--- src/rtl/coin_pulse_conditioner_if.sv ---
// Coin conditioner signal bundle: raw buttons and vblank in, conditioned pulses and
// status out.
interface coin_pulse_conditioner_if #(
  parameter int unsigned CHANNELS = 2
) ();
  logic                vblank;
  logic [CHANNELS-1:0] coin_in;
  logic [CHANNELS-1:0] coin_out;
  logic [CHANNELS-1:0] busy;
  logic [15:0]         coin_total;

  modport master (
    output vblank,
    output coin_in,
    input  coin_out,
    input  busy,
    input  coin_total
  );

  modport slave (
    input  vblank,
    input  coin_in,
    output coin_out,
    output busy,
    output coin_total
  );
endinterface

--- src/rtl/coin_pulse_conditioner.sv ---
// Turns raw coin buttons into one frame-timed pulse per press, with a lockout gap,
// no repeat while held, and a saturating count of accepted coins.
module coin_pulse_conditioner #(
  parameter int unsigned CHANNELS     = 2,
  parameter int unsigned PULSE_FRAMES = 3,
  parameter int unsigned GAP_FRAMES   = 3,
  parameter int unsigned CNT_W        = 4
) (
  input logic                     clk_sys,
  input logic                     RESET,
  coin_pulse_conditioner_if.slave bus
);

  typedef enum logic [1:0] {StIdle, StPulse, StGap, StWaitRel} state_e;

  localparam logic [CNT_W-1:0] CntOne   = CNT_W'(1);
  localparam logic [CNT_W-1:0] CntPulse = CNT_W'(PULSE_FRAMES);
  localparam logic [CNT_W-1:0] CntGap   = CNT_W'(GAP_FRAMES);

  logic [CHANNELS-1:0] s1_q, s2_q, s2_prev_q;
  logic [CHANNELS-1:0] press, accept;
  logic [CHANNELS-1:0] coin_out_dec, busy_dec;
  logic [1:0]          arm_q;
  logic                vb_d_q, frame_tick;
  logic [15:0]         coin_total_q, coin_total_d;
  logic [16:0]         total_sum;
  state_e              state_q [CHANNELS];
  state_e              state_d [CHANNELS];
  logic [CNT_W-1:0]    cnt_q [CHANNELS];
  logic [CNT_W-1:0]    cnt_d [CHANNELS];

  assign frame_tick = bus.vblank & ~vb_d_q;
  assign press      = s2_q & ~s2_prev_q;

  // arm_q fills with ones once the sync chain holds real samples again after reset,
  // so a button held through reset is not mistaken for a release and then a press.
  always_ff @(posedge clk_sys) begin
    if (RESET) begin
      s1_q         <= '0;
      s2_q         <= '0;
      s2_prev_q    <= '0;
      arm_q        <= '0;
      vb_d_q       <= 1'b0;
      coin_total_q <= '0;
    end else begin
      s1_q         <= bus.coin_in;
      s2_q         <= s1_q;
      s2_prev_q    <= s2_q;
      arm_q        <= {arm_q[0], 1'b1};
      vb_d_q       <= bus.vblank;
      coin_total_q <= coin_total_d;
    end
  end

  always_ff @(posedge clk_sys) begin
    for (int i = 0; i < CHANNELS; i++) begin
      if (RESET) begin
        state_q[i] <= StWaitRel;
        cnt_q[i]   <= '0;
      end else begin
        state_q[i] <= state_d[i];
        cnt_q[i]   <= cnt_d[i];
      end
    end
  end

  always_comb begin
    for (int i = 0; i < CHANNELS; i++) begin
      state_d[i] = state_q[i];
      cnt_d[i]   = cnt_q[i];
      accept[i]  = 1'b0;
      unique case (state_q[i])
        StIdle: begin
          if (press[i]) begin
            state_d[i] = StPulse;
            cnt_d[i]   = CntPulse;
            accept[i]  = 1'b1;
          end
        end
        StPulse: begin
          if (frame_tick) begin
            if (cnt_q[i] == CntOne) begin
              state_d[i] = StGap;
              cnt_d[i]   = CntGap;
            end else begin
              cnt_d[i] = cnt_q[i] - CntOne;
            end
          end
        end
        StGap: begin
          if (frame_tick) begin
            cnt_d[i] = cnt_q[i] - CntOne;
            if (cnt_q[i] == CntOne) state_d[i] = StWaitRel;
          end
        end
        StWaitRel: begin
          if (arm_q[1] && !s2_q[i]) state_d[i] = StIdle;
        end
        default: state_d[i] = StWaitRel;
      endcase
    end
  end

  // Simultaneous accepts add together in one update, clamped at all-ones.
  always_comb begin
    total_sum = {1'b0, coin_total_q};
    for (int i = 0; i < CHANNELS; i++) begin
      total_sum = total_sum + 17'(accept[i]);
    end
    coin_total_d = total_sum[16] ? 16'hFFFF : total_sum[15:0];
  end

  always_comb begin
    for (int i = 0; i < CHANNELS; i++) begin
      coin_out_dec[i] = (state_q[i] == StPulse);
      busy_dec[i]     = (state_q[i] != StIdle);
    end
  end

  assign bus.coin_out   = coin_out_dec;
  assign bus.busy       = busy_dec;
  assign bus.coin_total = coin_total_q;

endmodule

--- src/flat_wrapper.sv ---
// flat-port wrapper written by rule: the top's interface ports become plain ports
module coin_pulse_conditioner_flat 
#(
  parameter int unsigned CHANNELS     = 2,
  parameter int unsigned PULSE_FRAMES = 3,
  parameter int unsigned GAP_FRAMES   = 3,
  parameter int unsigned CNT_W        = 4
)
  (clk_sys, RESET, bus_vblank, bus_coin_in, bus_coin_out, bus_busy, bus_coin_total);
  coin_pulse_conditioner_if #(.CHANNELS(CHANNELS)) bus_i ();
  input logic clk_sys;
  input logic RESET;
  input wire logic [$bits(bus_i.vblank)-1:0] bus_vblank;
  input wire logic [$bits(bus_i.coin_in)-1:0] bus_coin_in;
  output wire logic [$bits(bus_i.coin_out)-1:0] bus_coin_out;
  output wire logic [$bits(bus_i.busy)-1:0] bus_busy;
  output wire logic [$bits(bus_i.coin_total)-1:0] bus_coin_total;
  assign bus_i.vblank = bus_vblank;
  assign bus_i.coin_in = bus_coin_in;
  assign bus_coin_out = bus_i.coin_out;
  assign bus_busy = bus_i.busy;
  assign bus_coin_total = bus_i.coin_total;
  coin_pulse_conditioner #(.CHANNELS(CHANNELS), .PULSE_FRAMES(PULSE_FRAMES), .GAP_FRAMES(GAP_FRAMES), .CNT_W(CNT_W)) u_core (.clk_sys(clk_sys), .RESET(RESET), .bus(bus_i));
endmodule
--- config.mk ---
export PLATFORM = sky130hd
export DESIGN_NAME = coin_pulse_conditioner_flat
export DESIGN_NICKNAME = d
export VERILOG_FILES = /design/src/rtl/coin_pulse_conditioner_if.sv /design/src/rtl/coin_pulse_conditioner.sv /design/src/flat_wrapper.sv
export SDC_FILE = /design/constraint.sdc
export NUM_CORES = 1
export LEC_CHECK = 0
export BUFFER_PORTS_ARGS = -buffer_cell sky130_fd_sc_hd__buf_2
export CORE_MARGIN = 1.5
export CORE_UTILIZATION = 48
export DETAILED_ROUTE_END_ITERATION = 7
export GPL_ROUTABILITY_DRIVEN = 0
export GPL_TIMING_DRIVEN = 0
export PLACE_DENSITY = 0.75
export SLEW_MARGIN = 20
export SYNTH_ARGS = -nofsm -noshare
export SYNTH_HDL_FRONTEND = slang
export SYNTH_SLANG_ARGS = --single-unit
--- constraint.sdc ---
create_clock -name clk_sys -period 4.35 [get_ports clk_sys]
set_clock_uncertainty 0.05 [all_clocks]
set_input_delay 0.435 -clock clk_sys [delete_from_list [all_inputs] [get_ports clk_sys]]
set_output_delay 0.435 -clock clk_sys [all_outputs]
set_load 0.1 [all_outputs]
==> impl_metrics.json, run 1 <==
{
  "post_cts_buffers": 0,
  "cp_max_fo": 6,
  "remaining_drc_errors": 0,
  "yosysMostFrequentCell": "dfxtp_1",
  "routed_via_density": 5.41,
  "p_leak_nw": 0.964,
  "holdWs_ns": 0.307,
  "clk_pin_slew_ns": 0.08,
  "synth_cell_type_count": 46,
  "multi_input_comb_area_sq_mm": 0.00113,
  "grt_pass1_wl_um": 6350,
  "clock_path_buffers": 2,
  "fin_cells": 295,
  "cts_max_level": 2,
  "setup_viol": 0,
  "wirelength_met1_um": 1870,
  "place_hpwl_um": 2870,
  "cpMaxStageDelayCell": "fa_1",
  "yosys.area.top_type": "dfxtp_1",
  "crit_family": "adder cells",
  "die_w_um": 66.8,
  "p_per_area_mw_per_mm2": 558,
  "wl_per_cell_um": 13.2,
  "irDropWorstVdd_uv": 323,
  "die-area_sq_mm": 0.00446,
  "path_buf_inv": 2,
  "dr_wl_met2_um": 1810,
  "critPathKind": "flip-flop to flip-flop",
  "hold_end": "u_core.s1_q[0]$_SDFF_PP0_",
  "top_layer": "met4",
  "syn_area_sq_mm": 0.00195,
  "grt_pass1_vias": 1412,
  "hold_path_class": "primary input to flip-flop",
  "syn-mean-instance-area_sq_um": 9.17,
  "fin_nets": 264,
  "core_sq_mm": 0.00394,
  "regToRegEndpoint": "u_core.bus.coin_total[14]$_SDFF_PP0_",
  "vias": 1595,
  "holdPathStages": 2,
  "synth_top_area_share": 0.379,
  "register_area_sq_um": 741,
  "row_count": 23,
  "status": "completed",
  "fillers": 351,
  "hold_viol_final": 0,
  "postCtsHoldBufs": 0,
  "grt_use_total": 0.188,
  "rsz0062_at_grt": "no",
  "cts_buffers": 5,
  "drive_gt1_frac": 0.180,
  "r2r-start": "u_core.state_q[0][0]$_SDFFE_PP1P_",
  "arrival_ns": 2.58,
  "root_buffer": "clkbuf_8",
  "syn-num-nets": 233,
  "hold_start": "bus_coin_in[0]",
  "end_kind": "flip-flop",
  "routed_wl_um": 3890,
  "tns_ns": 0,
  "postCtsResizedCells": 0,
  "start_util": 0.495,
  "tritoncts": "built",
  "critPathLaunch": "u_core.state_q[0][0]$_SDFFE_PP1P_",
  "n_antenna_cell": 0,
  "ys_seq_elements": 37,
  "synthArstFlopShare": 0,
  "grt_start_max_net_pins": 13,
  "fmax_ghz": 0.413,
  "slew_headroom": 0.615,
  "period_minus_slack_ns": 2.42,
  "area_growth_pct": 15.5,
  "path_cells": "inv_1 > ha_1 > inv_1 > nor2_1 > fa_1 > ha_1 > nand2_1 > nor2_4 > and3_1 > a211oi_1",
  "worst_r2r_path_depth": 10,
  "yosys_warnings": 0,
  "pin_count": 25,
  "start_kind": "flip-flop",
  "insertion_delay_ns": 0.29,
  "numPortBuffers": 24,
  "min_period_over_period": 0.556,
  "grt_overflow": 0,
  "ys.flop_type": "dfxtp_1",
  "r2r_setup_slack_ns": 1.93,
  "synth_edf_count": 0,
  "critical_path.max_stage_delay_ns": 0.41,
  "met3_wirelength_um": 146,
  "drt_first_pass_iters": 4,
  "dieHeight_um": 66.8,
  "required_ns": 4.51,
  "netlist_top_cells_count": "dfxtp_1, inv_1, nor2_1",
  "synthCells": 213,
  "seq_area_frac_synth": 0.379,
  "grt_antenna_before_repair": 0,
  "drtAntennaViolNets": 0,
  "dp.cells": 287,
  "final_max_slew_viol_count": 0,
  "clock_sinks": 37,
  "ys_top_cells_by_area": "dfxtp_1, ha_1, a21oi_1",
  "cap_violations": 0,
  "tightest_slew_ns": 0.578,
  "drtIter0Drc": 112
}
[cell families after synthesis]
family | Yosys count | share of synthesized area
XOR/XNOR | 8 | 0.0359
adder cells (fa/ha/maj) | 15 | 0.0999
AO/OA/AOI/OAI | 47 | 0.163
multiplexers | 5 | 0.0256
AND/OR/NAND/NOR | 79 | 0.254
flip-flops | 37 | 0.379
buffers and inverters | 22 | 0.0423
[flip-flops by register name, summed over array words and instances (netlist names)]
signal	flops
u_core.bus.coin_total	16
u_core.s2_q	2
u_core.s2_prev_q	2
u_core.cnt_q	8
u_core.arm_q	2
u_core.state_q	4
u_core.s1_q	2
u_core.vb_d_q	1
[metal layers]
| metal | vias up | global-route usage |
|---|---|---|
| met3 | 6 | 0.0355 |
| met4 | 0 | 0.0612 |
| met5 | - | 0 |
| met1 | 741 | 0.247 |
| li1 | 817 | - |
| met2 | 31 | 0.309 |
[report_power, final]
group | leakage (nW) | total, mW | internal [mW] | switching, mW
clock | 0.0574 | 0.314 | 0.186 | 0.127
combinational | 0.605 | 0.527 | 0.200 | 0.327
sequential | 0.302 | 0.418 | 0.378 | 0.0397
total | 0.964 | 1.26 | 0.765 | 0.493
[area by class of cell]
class | instances | share of cell area
multi-input cells | 154 | 0.501
clock inverters | 2 | 0.0166
repair buffers | 24 | 0.0532
inverters | 18 | 0.0300
plain buffers | 4 | 0.00666
clock buffers | 6 | 0.0366
well taps | 50 | 0.0277
flip-flops and latches | 37 | 0.328
[worst register-to-register path: cells and delay by family (launching register included)]
kind            cells  cell delay [ns]
simple gates        4             0.55
compound gates      1             0.20
flops               1             0.39
fa+ha+maj           3             0.93
buf+inv             2             0.21
[cells in the final DEF (no fill, tap or decap), types with 2 or more instances in the layout]
cell,count
or3b_1,2
and4b_1,2
nor2_1,15
clkbuf_1,4
and3_1,4
nand2b_1,6
o21ai_0,10
xor2_1,2
nor3_1,7
buf_2,24
a32o_1,2
a31oi_1,7
mux2i_1,5
nor2b_1,11
nand2_1,9
clkbuf_8,6
inv_1,18
xnor2_1,6
nand3_1,7
dfxtp_1,37
a21oi_1,14
or2_4,2
or4b_1,2
o21ai_1,3
ha_1,14
o211ai_1,2
[stage by stage]
step           instance area, sq um  setup WS [ns]  power, mW   util
2_1_floorplan                  1950           1.51      0.856      -
3_3_place_gp                   2140           2.00      0.935  0.542
3_5_place_dp                   2140           1.94      0.947  0.542
4_1_cts                        2260           1.92       1.27  0.572
5_1_grt                        2260           1.75       1.34  0.572
6_report                       2260           1.93       1.26  0.572
[worst max-delay path by stage]
stage,end,depth (start not counted)
floorplan,u_core.bus.coin_total[14]$_SDFF_PP0_,10
global placement,u_core.bus.coin_total[0]$_SDFF_PP0_,10
detailed placement,u_core.bus.coin_total[14]$_SDFF_PP0_,10
CTS,u_core.bus.coin_total[14]$_SDFF_PP0_,10
global route,u_core.bus.coin_total[14]$_SDFF_PP0_,10
finish,u_core.bus.coin_total[14]$_SDFF_PP0_,10
(Power assumes the default switching activity.)
==> run 2, diff against run 1 <==
--- a/config.mk
+++ b/config.mk
@@ -11,7 +11,7 @@
 export DETAILED_ROUTE_END_ITERATION = 7
 export GPL_ROUTABILITY_DRIVEN = 0
 export GPL_TIMING_DRIVEN = 0
-export PLACE_DENSITY = 0.75
+export PLACE_DENSITY = 0.78
 export SLEW_MARGIN = 20
 export SYNTH_ARGS = -nofsm -noshare
 export SYNTH_HDL_FRONTEND = slang
==> constraint.sdc (replaced) <==
create_clock -name clk_sys -period 1.98 [get_ports clk_sys]
set_clock_uncertainty 0.05 [all_clocks]
set_input_delay 0.198 -clock clk_sys [delete_from_list [all_inputs] [get_ports clk_sys]]
set_output_delay 0.198 -clock clk_sys [all_outputs]
set_load 0.1 [all_outputs]
==> run 2 against run 1 <==
  * Maximum frequency is 23% higher
  * Cell area rose by 9.1%
  * Utilization is 5.2 points higher
  * Global-route usage rose by 0.55 points
  * Clock power increased by 120%
  * Sequential share of layout area down 2.2 points
  * Worst hold slack got worse by 0.24 ns
  * Total power increased by 130%
  * Via count grew 3.6%
  * Flip-flop and latch count unchanged
  * Critical path type unchanged
  * Critical endpoint is now u_core.bus.coin_total[2]$_SDFF_PP0_
==> impl_metrics.json, run 2 (synthesized netlist as in run 1, its figures left out) <==
{
  "cts_max_level": 2,
  "tns_ns": 0,
  "tritoncts": "built",
  "fmax_ghz": 0.507,
  "grt-busiest-layer": "met2",
  "r2r_setup_slack_ns": 0.008,
  "pin_count": 25,
  "drt_first_pass_iters": 4,
  "clk_pin_slew_ns": 0.08,
  "wl_per_cell_um": 13.5,
  "rsz0062_at_grt": "yes",
  "dieHeight_um": 66.8,
  "final_max_slew_viol_count": 0,
  "start_util": 0.495,
  "drtAntennaViolNets": 0,
  "grt_overflow": 0,
  "die_w_um": 66.8,
  "totalPowerFinal_mw": 2.92,
  "r2r-start": "u_core.state_q[0][0]$_SDFFE_PP1P_",
  "critPathLaunch": "u_core.state_q[0][0]$_SDFFE_PP1P_",
  "irDropWorstVdd_uv": 949,
  "grt_pass1_wl_um": 6540,
  "end_kind": "flip-flop",
  "met1_usage": 0.257,
  "remaining_drc_errors": 0,
  "cp_max_fo": 7,
  "routed_via_density": 5.43,
  "seqPwrFrac": 0.324,
  "grt_use_met2": 0.304,
  "critPathKind": "flip-flop to flip-flop",
  "hold_path_class": "primary input to flip-flop",
  "drive_gt1_frac": 0.291,
  "period_minus_slack_ns": 1.97,
  "n_antenna_cell": 0,
  "slew_headroom": 0.618,
  "row_count": 23,
  "p_leak_nw": 1.05,
  "placed_area_sq_mm": 0.00221,
  "p_sw_frac": 0.388,
  "grt_start_max_net_pins": 12,
  "worst_r2r_path_depth": 10,
  "status": "completed",
  "die-area_sq_mm": 0.00446,
  "root_buffer": "clkbuf_8",
  "grt_antenna_before_repair": 0,
  "numPortBuffers": 24,
  "p_per_area_mw_per_mm2": 1180,
  "layout_common_cells": "dfxtp_1, buf_2, a21oi_1",
  "finalInstanceArea_sq_mm": 0.00246,
  "min_period_over_period": 0.996,
  "tightest_slew_ns": 0.572,
  "fin_nets": 273,
  "drtIter0Drc": 92,
  "grt_pass1_vias": 1434,
  "hold_viol_final": 0,
  "crit_end": "u_core.bus.coin_total[2]$_SDFF_PP0_",
  "routed_wl_um": 4110,
  "cap_violations": 0,
  "setup_viol": 0,
  "area_growth_pct": 26.0,
  "fin_util": 0.624,
  "vias": 1652,
  "final_common_cell": "dfxtp_1",
  "switching_power_mw": 1.13,
  "power_frac_comb": 0.443,
  "required_ns": 2.15,
  "start_kind": "flip-flop",
  "place_hpwl_um": 2800,
  "core_sq_mm": 0.00394,
  "internal_power_mw": 1.78,
  "grt_use_total": 0.194,
  "grt_use_met3": 0.0541,
  "arrival_ns": 2.14,
  "insertion_delay_ns": 0.29,
  "cts_buffers": 5,
  "largest_register_ffs": 16,
  "pwr-share-clk": 0.233,
  "clock_path_buffers": 2,
  "clock_sinks": 37,
  "regToRegEndpoint": "u_core.bus.coin_total[2]$_SDFF_PP0_"
}
==> run 2: cell types whose count changed in the layout (fill, tap and decap cells not counted), sizes merged <==
| cell | change |
|---|---|
| buf | +8 |
| clkbuf | +1 |
| clkinvlp | +1 |
| inv | -2 |
| nand3b | +1 |
==> run 2: power groups by stage <==
stage	logic, mW	registers [mW]	clock network, mW
5_1_grt	1.43	0.958	0.724
3_5_place_dp	1.19	0.948	0
4_1_cts	1.22	0.933	0.689
3_3_place_gp	1.16	0.939	0
6_report	1.29	0.945	0.678
2_1_floorplan	1.01	0.924	0
==> run 2: layout make-up <==
type / count / area (sq um)
clock buffer: 7 / 86.3
timing repair buffer: 32 / 180
sequential: 37 / 753
buffer: 4 / 15.0
tap: 50 / 62.6
inverter: 18 / 82.6
multi-input combinational: 155 / 1250
fill: 331 / 1480
clock inverter: 1 / 30.0
==> run 2: repair_timing <==
item	4_1_cts	5_1_grt
pin swaps	1	13
cloned	0	1
buffers inserted	2	6
resized for setup	4	12
endpoints found under the setup margin	5	17
hold buffers	0	0
==> run 2: worst min path at each step <==
stage / from / end / slack (ns) / cells past startpoint
3_3_place_gp: bus_coin_in[0] / u_core.s1_q[0]$_SDFF_PP0_ / 0.36 / 2
5_1_grt: bus_coin_in[0] / u_core.s1_q[0]$_SDFF_PP0_ / 0.07 / 2
6_report: bus_coin_in[0] / u_core.s1_q[0]$_SDFF_PP0_ / 0.07 / 2
3_5_place_dp: bus_coin_in[0] / u_core.s1_q[0]$_SDFF_PP0_ / 0.36 / 2
4_1_cts: bus_coin_in[0] / u_core.s1_q[0]$_SDFF_PP0_ / 0.06 / 2
2_1_floorplan: bus_coin_in[0] / u_core.s1_q[0]$_SDFF_PP0_ / 0.28 / 1
==> run 2: stage by stage <==
step	setup WS [ns]	cells	hold WS (ns)
after floorplan	-0.446	213	0.276
final	0.00805	304	0.0655
after global routing	-0.127	304	0.0722
after CTS	0.00997	297	0.0635
after global placement	-0.0278	287	0.358
after detailed placement	-0.0450	287	0.361
==> run 2: layer usage <==
layer	part of all wire	wire length, um
met2	0.48	1970
met3	0.051	209
met4	0.017	71
met1	0.45	1860
met5	0	0
==> run 2: critical path: stages, from the launching register on <==
cell and delay, ns:
dfxtp_4 0.37, inv_4 0.06, ha_4 0.15, clkinvlp_4 0.10, nor2_4 0.12, fa_2 0.25, ha_4 0.15, nand2_4 0.07
nor2_4 0.21, nand3b_2 0.19, a21oi_1 0.18
